File: src/rtl/ddr3_init_supervisor_if.sv
// Status/LED bundle between the UniPHY DDR3 subsystem, the board LEDs and the init supervisor.
// The master side drives the status inputs and LED source; the slave side is the supervisor.
interface ddr3_init_supervisor_if;
    logic       pll_locked;
    logic       local_init_done;
    logic       local_cal_success;
    logic       local_cal_fail;
    logic [7:0] led_pio;
    logic       sys_reset_n;
    logic       sys_ready;
    logic       init_error;
    logic [3:0] retry_count;
    logic [2:0] state_dbg;
    logic [7:0] led_out;

    modport master (
        output pll_locked, local_init_done, local_cal_success, local_cal_fail, led_pio,
        input  sys_reset_n, sys_ready, init_error, retry_count, state_dbg, led_out
    );

    modport slave (
        input  pll_locked, local_init_done, local_cal_success, local_cal_fail, led_pio,
        output sys_reset_n, sys_ready, init_error, retry_count, state_dbg, led_out
    );
endinterface

File: src/rtl/ddr3_init_supervisor.sv
// Holds the Nios II/DDR3 subsystem in reset until UniPHY calibrates, retries or latches failure,
// and owns the board LEDs. Define INIT_SUP_RETRY_EN to allow retries; otherwise errors go to FAIL.
module ddr3_init_supervisor #(
    parameter int unsigned RST_HOLD_CYC    = 16,
    parameter int unsigned CAL_TIMEOUT_CYC = 50_000_000,
    parameter int unsigned MAX_RETRY       = 3,
    parameter int unsigned BLINK_DIV       = 12_500_000
) (
    input logic                    clk_clk,
    input logic                    reset_reset,
    ddr3_init_supervisor_if.slave  bus
);

`ifdef INIT_SUP_RETRY_EN
    localparam bit RetryEn = 1'b1;
`else
    localparam bit RetryEn = 1'b0;
`endif

    localparam int unsigned HoldW  = $clog2(RST_HOLD_CYC + 1);
    localparam int unsigned TimerW = $clog2(CAL_TIMEOUT_CYC + 1);
    localparam int unsigned BlinkW = $clog2(BLINK_DIV + 1);
    localparam logic [3:0]  MaxRetry = 4'(MAX_RETRY);

    typedef enum logic [2:0] {
        StHold    = 3'd0,
        StWaitCal = 3'd1,
        StReady   = 3'd2,
        StRetry   = 3'd3,
        StFail    = 3'd4
    } state_e;

    state_e              state_q, state_d, err_state;
    logic [3:0]          sync1_q, sync2_q;
    logic                pll_locked_s, init_done_s, cal_success_s, cal_fail_s;
    logic [HoldW-1:0]    hold_cnt_q;
    logic [TimerW-1:0]   timer_q;
    logic [BlinkW-1:0]   blink_cnt_q;
    logic                blink_q;
    logic [3:0]          retry_q;
    logic                retry_ok;
    logic                sys_reset_n_q, sys_ready_q, init_error_q;
    logic [7:0]          led_out_q;

    assign {pll_locked_s, init_done_s, cal_success_s, cal_fail_s} = sync2_q;

    assign retry_ok  = RetryEn && (retry_q < MaxRetry);
    assign err_state = retry_ok ? StRetry : StFail;

    always_comb begin
        state_d = state_q;
        unique case (state_q)
            StHold: begin
                if (hold_cnt_q == HoldW'(RST_HOLD_CYC - 1)) state_d = StWaitCal;
            end
            StWaitCal: begin
                // Fail outranks success when both arrive together.
                if (cal_fail_s) begin
                    state_d = err_state;
                end else if (pll_locked_s && init_done_s && cal_success_s) begin
                    state_d = StReady;
                end else if (timer_q == TimerW'(CAL_TIMEOUT_CYC - 1)) begin
                    state_d = err_state;
                end
            end
            StReady: begin
                if (!pll_locked_s || cal_fail_s) state_d = err_state;
            end
            StRetry: state_d = StHold;
            StFail:  state_d = StFail;
            default: state_d = StHold;
        endcase
    end

    always_ff @(posedge clk_clk) begin
        if (reset_reset) begin
            state_q       <= StHold;
            sync1_q       <= '0;
            sync2_q       <= '0;
            hold_cnt_q    <= '0;
            timer_q       <= '0;
            blink_cnt_q   <= '0;
            blink_q       <= 1'b0;
            retry_q       <= '0;
            sys_reset_n_q <= 1'b0;
            sys_ready_q   <= 1'b0;
            init_error_q  <= 1'b0;
            led_out_q     <= 8'h00;
        end else begin
            state_q <= state_d;
            sync1_q <= {bus.pll_locked, bus.local_init_done, bus.local_cal_success,
                        bus.local_cal_fail};
            sync2_q <= sync1_q;

            // Counters restart from zero on every entry into their state.
            hold_cnt_q <= (state_q == StHold && state_d == StHold) ? hold_cnt_q + 1'b1 : '0;
            timer_q    <= (state_q == StWaitCal) ? timer_q + 1'b1 : '0;

            if (blink_cnt_q == BlinkW'(BLINK_DIV - 1)) begin
                blink_cnt_q <= '0;
                blink_q     <= ~blink_q;
            end else begin
                blink_cnt_q <= blink_cnt_q + 1'b1;
            end

            if (state_d == StRetry && state_q != StRetry && retry_q < MaxRetry) begin
                retry_q <= retry_q + 1'b1;
            end

            // Outputs follow the next state so they line up with state_q.
            sys_reset_n_q <= (state_d == StWaitCal) || (state_d == StReady);
            sys_ready_q   <= (state_d == StReady);
            init_error_q  <= (state_d == StFail);

            unique case (state_q)
                StWaitCal: led_out_q <= {7'b0, blink_q};
                StReady:   led_out_q <= bus.led_pio;
                StFail:    led_out_q <= {8{blink_q}};
                default:   led_out_q <= 8'h00;
            endcase
        end
    end

    assign bus.sys_reset_n = sys_reset_n_q;
    assign bus.sys_ready   = sys_ready_q;
    assign bus.init_error  = init_error_q;
    assign bus.state_dbg   = state_q;
    assign bus.led_out     = led_out_q;

`ifdef INIT_SUP_RETRY_EN
    assign bus.retry_count = retry_q;
`else
    assign bus.retry_count = 4'd0;
`endif

endmodule
File: src/flat_wrapper.sv
// flat-port wrapper written by rule: the top's interface ports become plain ports
module ddr3_init_supervisor_flat 
#(
    parameter int unsigned RST_HOLD_CYC    = 16,
    parameter int unsigned CAL_TIMEOUT_CYC = 50_000_000,
    parameter int unsigned MAX_RETRY       = 3,
    parameter int unsigned BLINK_DIV       = 12_500_000
)
  (clk_clk, reset_reset, bus_pll_locked, bus_local_init_done, bus_local_cal_success, bus_local_cal_fail, bus_led_pio, bus_sys_reset_n, bus_sys_ready, bus_init_error, bus_retry_count, bus_state_dbg, bus_led_out);
  ddr3_init_supervisor_if bus_i ();
  input logic clk_clk;
  input logic reset_reset;
  input wire logic [$bits(bus_i.pll_locked)-1:0] bus_pll_locked;
  input wire logic [$bits(bus_i.local_init_done)-1:0] bus_local_init_done;
  input wire logic [$bits(bus_i.local_cal_success)-1:0] bus_local_cal_success;
  input wire logic [$bits(bus_i.local_cal_fail)-1:0] bus_local_cal_fail;
  input wire logic [$bits(bus_i.led_pio)-1:0] bus_led_pio;
  output wire logic [$bits(bus_i.sys_reset_n)-1:0] bus_sys_reset_n;
  output wire logic [$bits(bus_i.sys_ready)-1:0] bus_sys_ready;
  output wire logic [$bits(bus_i.init_error)-1:0] bus_init_error;
  output wire logic [$bits(bus_i.retry_count)-1:0] bus_retry_count;
  output wire logic [$bits(bus_i.state_dbg)-1:0] bus_state_dbg;
  output wire logic [$bits(bus_i.led_out)-1:0] bus_led_out;
  assign bus_i.pll_locked = bus_pll_locked;
  assign bus_i.local_init_done = bus_local_init_done;
  assign bus_i.local_cal_success = bus_local_cal_success;
  assign bus_i.local_cal_fail = bus_local_cal_fail;
  assign bus_i.led_pio = bus_led_pio;
  assign bus_sys_reset_n = bus_i.sys_reset_n;
  assign bus_sys_ready = bus_i.sys_ready;
  assign bus_init_error = bus_i.init_error;
  assign bus_retry_count = bus_i.retry_count;
  assign bus_state_dbg = bus_i.state_dbg;
  assign bus_led_out = bus_i.led_out;
  ddr3_init_supervisor #(.RST_HOLD_CYC(RST_HOLD_CYC), .CAL_TIMEOUT_CYC(CAL_TIMEOUT_CYC), .MAX_RETRY(MAX_RETRY), .BLINK_DIV(BLINK_DIV)) u_core (.clk_clk(clk_clk), .reset_reset(reset_reset), .bus(bus_i));
endmodule
File: config.mk
export PLATFORM = sky130hd
export DESIGN_NAME = ddr3_init_supervisor_flat
export DESIGN_NICKNAME = d
export VERILOG_FILES = /design/src/rtl/ddr3_init_supervisor_if.sv /design/src/rtl/ddr3_init_supervisor.sv /design/src/flat_wrapper.sv
export SDC_FILE = /design/constraint.sdc
export NUM_CORES = 1
export LEC_CHECK = 0
export CORE_ASPECT_RATIO = 0.6
export CORE_MARGIN = 2
export CORE_UTILIZATION = 50
export DETAILED_ROUTE_END_ITERATION = 7
export PLACE_DENSITY_LB_ADDON = 0.1
export SYNTH_ARGS = -nofsm -noshare
export SYNTH_HDL_FRONTEND = slang
export SYNTH_SLANG_ARGS = --single-unit
File: constraint.sdc
create_clock -name clk_clk -period 4.6 [get_ports clk_clk]
set_input_delay 0.92 -clock clk_clk [delete_from_list [all_inputs] [get_ports clk_clk]]
set_output_delay 0.92 -clock clk_clk [all_outputs]
set_load 0.03 [all_outputs]
Yosys cells after proc, flatten, opt, wreduce, memory -nomap -nowiden

Index checks and enable logic that the tools add are counted.

Register bits after elaboration: 78
Input port bits: 14
Output and inout port bits: 18
Word-level logic and storage cells: 44

Add/subtract/negate cells: 3
Equality and inequality tests: 9
Multiplexer cells: 7
Bitwise logic cells: 3
Reduce and logical (&&, ||, !) cells: 11

Operators with widths:

| cell                                          | number |
|---|---|
| adder 26 x 1 -> 26 bit, second input constant | 1 |
| == test 26 bit, second input constant         | 1 |
| adder 24 x 1 -> 24 bit, second input constant | 1 |
| == test 24 bit, second input constant         | 1 |
| one-hot mux 8 bit (3 select lines)            | 1 |
| 2-to-1 mux 3 bit                              | 5 |
| one-hot mux 3 bit (4 select lines)            | 1 |
| == test 3 x 1 -> 1 bit, second input constant | 2 |
| == test 3 x 2 -> 1 bit, second input constant | 2 |
| == test 3 bit, second input constant          | 2 |
| logical NOT 3 bit                             | 2 |
| OR reduction 2 bit                            | 3 |
| adder 5 x 1 -> 5 bit, second input constant   | 1 |
| == test 5 x 4 -> 1 bit, second input constant | 1 |
| logical AND 1 bit                             | 3 |
| NOT 1 bit                                     | 3 |
| logical OR 1 bit                              | 2 |
| logical NOT 1 bit                             | 1 |

Depth between registers and ports, before layout

Gate-level depths: netlist (run 1).

Depth in word-level cells: 9
Depth in mapped cells: 7

Worst setup path after synthesis (run 1)

OpenSTA, ideal clock, no wires.

Path kind: input to register
Start: in reset_reset
End: reg u_core.sys_reset_n_q (netlist: u_core.bus.sys_reset_n)
Data arrival time: 1.968 ns
Path slack: 2.570 ns
Stages: 5
Path through: or4b_1 -> clkbuf_1 -> a311oi_1 -> o21ai_1 -> nand3b_1

RTL lines:

| item                 | RTL line                    | source |
|---|---|---|
| from (decl)          | flat_wrapper.sv:12          | `input logic reset_reset;` |
| to (signal assigned) | ddr3_init_supervisor.sv:111 | `sys_reset_n_q <= (state_d == StWaitCal) \|\| (state_d == StReady);` |
| to (decl)            | ddr3_init_supervisor.sv:42  | `logic sys_reset_n_q, sys_ready_q, init_error_q;` |

==> impl_metrics.toml, run 1 <==
[floorplanning]
die_x_um = 109
core-area_mm2 = 0.00628
rows = 22
ios = 32
die_y_um = 67.2
die_area_mm2 = 0.00736
initial_core_util_pct = 53.1

[global_routing]
grt-ovfl-total = 0
antenna_found_initial = 0
grt_pass1_vias = 2325
grtUsageTotal_pct = 20.0
grt_max_degree = 28
grt_pass1_wl_mm = 11.2

[synth]
synth-edff-count = 0
synth_largest_area_cell = "dfxtp_1"
ys.flop_type = "dfxtp_1"
synth_common_cells = "dfxtp_1, nor2_1, a21oi_1"
synth_seq_cells = 78
ys.warnings.count = 0
synthCells = 373
synth_most_common_cell = "dfxtp_1"
ys_types = 46
yosys.area.top_type_share_pct = 46.8
synth_area_leaders = "dfxtp_1, nor2_1, a21oi_1"
netlist_area_mm2 = 0.00333
avgSynthCellArea_um2 = 8.94
synth_seq_area_share_pct = 46.8
async_flop_share_pct = 0

[timing]
setup_tns_ns = 0
final_hold_viol_count = 0
rsz0062_at_grt = "no"
timing.final.crit_share_pct = 60.2
fmax_mhz = 361
setup_slack_ns = 1.83
tightest_slew_ns = 1.03
whs_ns = 0.435
skew_ns = 0.00795
relSlewSlack_pct = 31.3
finalSetupViolCount = 0
drv_slew = 0
fin_crit_ns = 2.77

[route]
drt-initial-drc-count = 160
wl_per_cell_um = 13.6
post_drt_via_cell_ratio = 5.46
dr.pass1.iters = 4
drt-total-wl_mm = 6.60
vias = 2647
ant_nets = 0
drcViolationCount = 0

[power]
clkPwrFrac_pct = 47.1
leakagePower_nw = 1.27
combPwrFrac_pct = 2.6
p_sw_share_pct = 18.8
power_mw = 1.37
p_int_mw = 1.11
seq_power_share_pct = 50.3
worst_ir_drop_vdd_mv = 0.169
cellPowerDensity_mw_per_mm2 = 352
p_sw_uw = 257

[flow_run]
cap_violations = 0

[run_status]
outcome = "finished clean"

[place]
place_ws_ns = 1.48
port_buffers = 27
gp_congestion = 0.808
dp_hpwl_mm = 4.72

[cts]
clock_latency_ns = 0.35
cts_resized = 0
path_clk_slew_ns = 0.07
root_buffer = "clkbuf_8"
cts_buffer_depth = 2
htree_levels = 3
cts_tree = "done"
hold_buffers = 0
cts.sinks = 78
numCtsBuffers = 9
cts_setup_buffers = 0

[setup_path]
required_ns = 4.89
crit_fanout = 27
critPathBufInv = 2
max_stage_delay_ns = 0.91
slowest_stage = "or4b_1"
endpoint_kind = "register"
path_cells = "clkdlybuf4s50_1 -> buf_4 -> or4b_1 -> a311oi_1 -> o21ai_1 -> nand3b_1"
arrival_ns = 3.06
start_kind = "input port"
cp_top_family = "simple AND/OR/NAND/NOR gates"
path_class = "input port to register"

[final_layout]
area_growth_pct = 16.7
fin_nets = 415
n_fill_cell = 545
layout-drive-gt1-share_pct = 6.73
antennaDiodeCount = 0
final_util_pct = 62.0

[hold_path]
hp-class = "register to register"
-- routing by layer --
layer	wire [um]	GRT usage [%]	vias up
li1	-	-	1359
met1	3650	30.1	1218
met2	2460	26.2	66
met3	445	6.56	4
met4	46	6.65	0
met5	0	0	-
-- power groups by stage --
stage | clock network, mW | registers (mW) | logic, mW
6_report | 0.646 | 0.688 | 0.0358
5_1_grt | 0.685 | 0.689 | 0.0406
4_1_cts | 0.661 | 0.688 | 0.0360
3_5_place_dp | 0 | 0.704 | 0.0356
3_3_place_gp | 0 | 0.704 | 0.0355
2_1_floorplan | 0 | 0.703 | 0.0235
-- cell usage in the layout, fill, tap and decap left out, types with 4 or more instances in the layout --
| cell type | netlist | final |
|---|---|---|
| clkbuf_8 | 0 | 9 |
| nand3_1 | 16 | 16 |
| or4_1 | 10 | 10 |
| conb_1 | 1 | 4 |
| o21ai_0 | 14 | 14 |
| clkdlybuf4s50_1 | 0 | 27 |
| nor2b_1 | 12 | 12 |
| a21oi_1 | 29 | 29 |
| nand2b_1 | 4 | 4 |
| nor3_1 | 6 | 6 |
| xor2_1 | 12 | 12 |
| o31ai_1 | 6 | 6 |
| xnor2_1 | 16 | 16 |
| nand4_1 | 12 | 12 |
| nor4_1 | 5 | 5 |
| dfxtp_1 | 78 | 78 |
| nor2_1 | 40 | 40 |
| inv_1 | 13 | 13 |
| ha_1 | 4 | 4 |
| bufinv_16 | 0 | 4 |
| nand2_1 | 22 | 22 |
| or3_1 | 10 | 10 |
| and3_1 | 8 | 8 |
-- sequential cells by signal, summed over array words and instances (netlist names) --
name / cells
u_core.timer_q: 26
u_core.blink_cnt_q: 24
u_core.bus.led_out: 8
u_core.hold_cnt_q: 5
u_core.sync1_q: 4
u_core.sync2_q: 4
u_core.bus.state_dbg: 3
u_core.blink_q: 1
u_core.bus.init_error: 1
u_core.bus.sys_ready: 1
u_core.bus.sys_reset_n: 1
-- final cells by class --
type / count / area, um^2 / share of cell area, %
clock buffers: 11 / 131 / 3.38
clock inverters: 4 / 120 / 3.09
inverters: 13 / 48.8 / 1.25
multi-input cells: 267 / 1650 / 42.3
flip-flops and latches: 78 / 1560 / 40.1
well taps: 84 / 105 / 2.70
repair buffers: 28 / 278 / 7.14
-- per-stage QoR --
step,cell area (um^2),instances
after floorplan,3340,376
after global placement,3640,470
after detailed placement,3640,470
after CTS,3890,485
after global routing,3890,485
final,3890,485
-- logic make-up (layout without fill, tap and decap cells) --
kind of cell | after synthesis | in the layout | share of synthesized area (%)
buffers and inverters | 31 | 56 | 4.09
AO/OA/AOI/OAI | 60 | 60 | 10.5
AND/OR/NAND/NOR | 171 | 171 | 29.5
flip-flops | 78 | 78 | 46.8
adder cells (fa/ha/maj) | 4 | 4 | 1.50
other | 1 | 4 | 0.113
XOR/XNOR | 28 | 28 | 7.36
-- worst paths after layout --
check	start	to	slack [ns]	depth (start not counted)
max	reset_reset	u_core.bus.sys_reset_n	1.83	6
max reg2reg	u_core.blink_cnt_q[0]	u_core.blink_cnt_q[17]	2.12	5
min reg2reg	u_core.sync1_q[2]	u_core.sync2_q[2]	0.44	1
min	u_core.sync1_q[2]	u_core.sync2_q[2]	0.44	1
No activity file was read; power rests on OpenSTA's default activity.
==> inputs of run 2 (changes only) <==
==> constraint.sdc (replaced) <==
create_clock -name clk_clk -period 2.6 [get_ports clk_clk]
set_input_delay 0.52 -clock clk_clk [delete_from_list [all_inputs] [get_ports clk_clk]]
set_output_delay 0.52 -clock clk_clk [all_outputs]
set_load 0.03 [all_outputs]
==> run 2 against run 1 <==
Die area unchanged. Largest power group unchanged. Combinational power is 78% higher. Critical path type is now register to output port. Largest cell class unchanged. Global-route usage is 0.23 points higher. Sequential power grew 77%. Clock power increased by 25%. Non-clock buffer count increased by 5. Sequential share of layout area is 0.42 points higher. Register-to-register slack got worse by 1.6 ns.
==> impl_metrics.toml, run 2 (same netlist as run 1, synthesis figures left out) <==
[final_layout]
instances_no_fill = 490
area_growth_pct = 15.5
layout-drive-gt1-share_pct = 8.37
fin_nets = 420
n_fill_cell = 553
layout_common_cells = "dfxtp_1, nor2_1, a21oi_1"
largest_reg_flops = 26
antennaDiodeCount = 0
final_common_cell = "dfxtp_1"
regMostFlops = "u_core.timer_q"

[run_status]
outcome = "finished clean"

[cts]
path_clk_slew_ns = 0.07
cts_buffer_depth = 2
root_buffer = "clkbuf_8"
cts_resized = 0
hold_buffers = 0
htree_levels = 3
numCtsBuffers = 9
clock_latency_ns = 0.36
cts_tree = "done"
cts_setup_buffers = 0
cts.sinks = 78

[floorplanning]
die_area_mm2 = 0.00736
core-area_mm2 = 0.00628
initial_core_util_pct = 53.1
ios = 32
rows = 22
die_y_um = 67.2
die_x_um = 109

[route]
drt-initial-drc-count = 128
drcViolationCount = 0
wl_per_cell_um = 13.4
ant_nets = 0
post_drt_via_cell_ratio = 5.39
vias = 2641
dr.pass1.iters = 6
drt-total-wl_mm = 6.56

[place]
dp_hpwl_mm = 4.70
port_buffers = 27
placed_cells_incl_taps = 475
gp_congestion = 0.808

[setup_path]
ff2ff_setup_slack_ns = 0.52
start_kind = "register"
cp_top_family = "buffers and inverters"
slowest_stage = "clkdlybuf4s50_1"
arrival_ns = 1.60
endpoint_kind = "output port"
critPathBufInv = 1
r2r-end = "u_core.blink_cnt_q[22]"
max_stage_delay_ns = 0.75
path_class = "register to output port"
required_ns = 2.08
reg2reg_from = "u_core.blink_cnt_q[0]"
r2r_cells = 5
path_cells = "clkdlybuf4s50_1"
crit_fanout = 10

[global_routing]
grt_pass1_vias = 2360
antenna_found_initial = 0
grtUsageTotal_pct = 20.2
grt_max_degree = 27
grt_pass1_wl_mm = 11.2
grt-ovfl-total = 0

[hold_path]
hp-class = "register to register"
holdCritStartpoint = "u_core.sync1_q[0]"
min_path_cells = 1
hold_end = "u_core.sync2_q[0]"

[timing]
fmax_mhz = 472
final_hold_viol_count = 0
timing.final.crit_share_pct = 81.6
tightest_slew_ns = 0.567
finalSetupViolCount = 0
drv_slew = 0
skew_ns = 0.00788
relSlewSlack_pct = 61.9
fin_crit_ns = 2.12
setup_tns_ns = 0
rsz0062_at_grt = "no"

[power]
leakagePower_nw = 1.26
cellPowerDensity_mw_per_mm2 = 543
power_mw = 2.09
worst_ir_drop_vdd_mv = 0.361

[flow_run]
cap_violations = 0
[run 2: layout make-up]
cell class	count	area, um^2	area share [%]
Tap cell	84	105	2.73
Clock buffer	11	151	3.93
Inverter	13	48.8	1.27
Sequential cell	78	1560	40.5
Multi-Input combinational cell	267	1650	42.8
Timing Repair Buffer	33	315	8.19
Clock inverter	4	22.5	0.585
[run 2: power by group]
part | switching, mW | total (mW) | internal (mW) | leakage [nW]
logic | 0.0323 | 0.0639 | 0.0316 | 0.538
clock network | 0.421 | 0.809 | 0.388 | 0.0910
registers | 0.0101 | 1.22 | 1.21 | 0.631
[run 2: metal layers]
metal	share of wire [%]	track usage, %	up-vias
met2	36	26.5	80
met3	8.8	8.20	7
met1	54	29.5	1185
met5	0	0	-
met4	1.1	6.65	0
li1	-	-	1369
[run 2: worst max path at each step]
stage	to	start	slack (ns)	cells past startpoint
4_1_cts	bus_state_dbg[1]	u_core.bus.state_dbg[1]	0.46	1
5_1_grt	bus_state_dbg[1]	u_core.bus.state_dbg[1]	0.38	1
3_5_place_dp	u_core.bus.sys_reset_n	reset_reset	0.46	5
2_1_floorplan	u_core.blink_cnt_q[22]	u_core.blink_cnt_q[0]	0.66	5
3_3_place_gp	u_core.bus.sys_reset_n	reset_reset	0.49	5
6_report	bus_state_dbg[1]	u_core.bus.state_dbg[1]	0.48	1
[run 2: through the flow]
stage          hold slack [ns]  util, %  setup WS, ns  area [um^2]
3_5_place_dp             0.432     58.6         0.463         3680
3_3_place_gp             0.421     58.6         0.495         3680
5_1_grt                  0.458     61.4         0.384         3850
4_1_cts                  0.446     61.4         0.464         3850
6_report                 0.446     61.4         0.479         3850
2_1_floorplan            0.414        -         0.656         3340
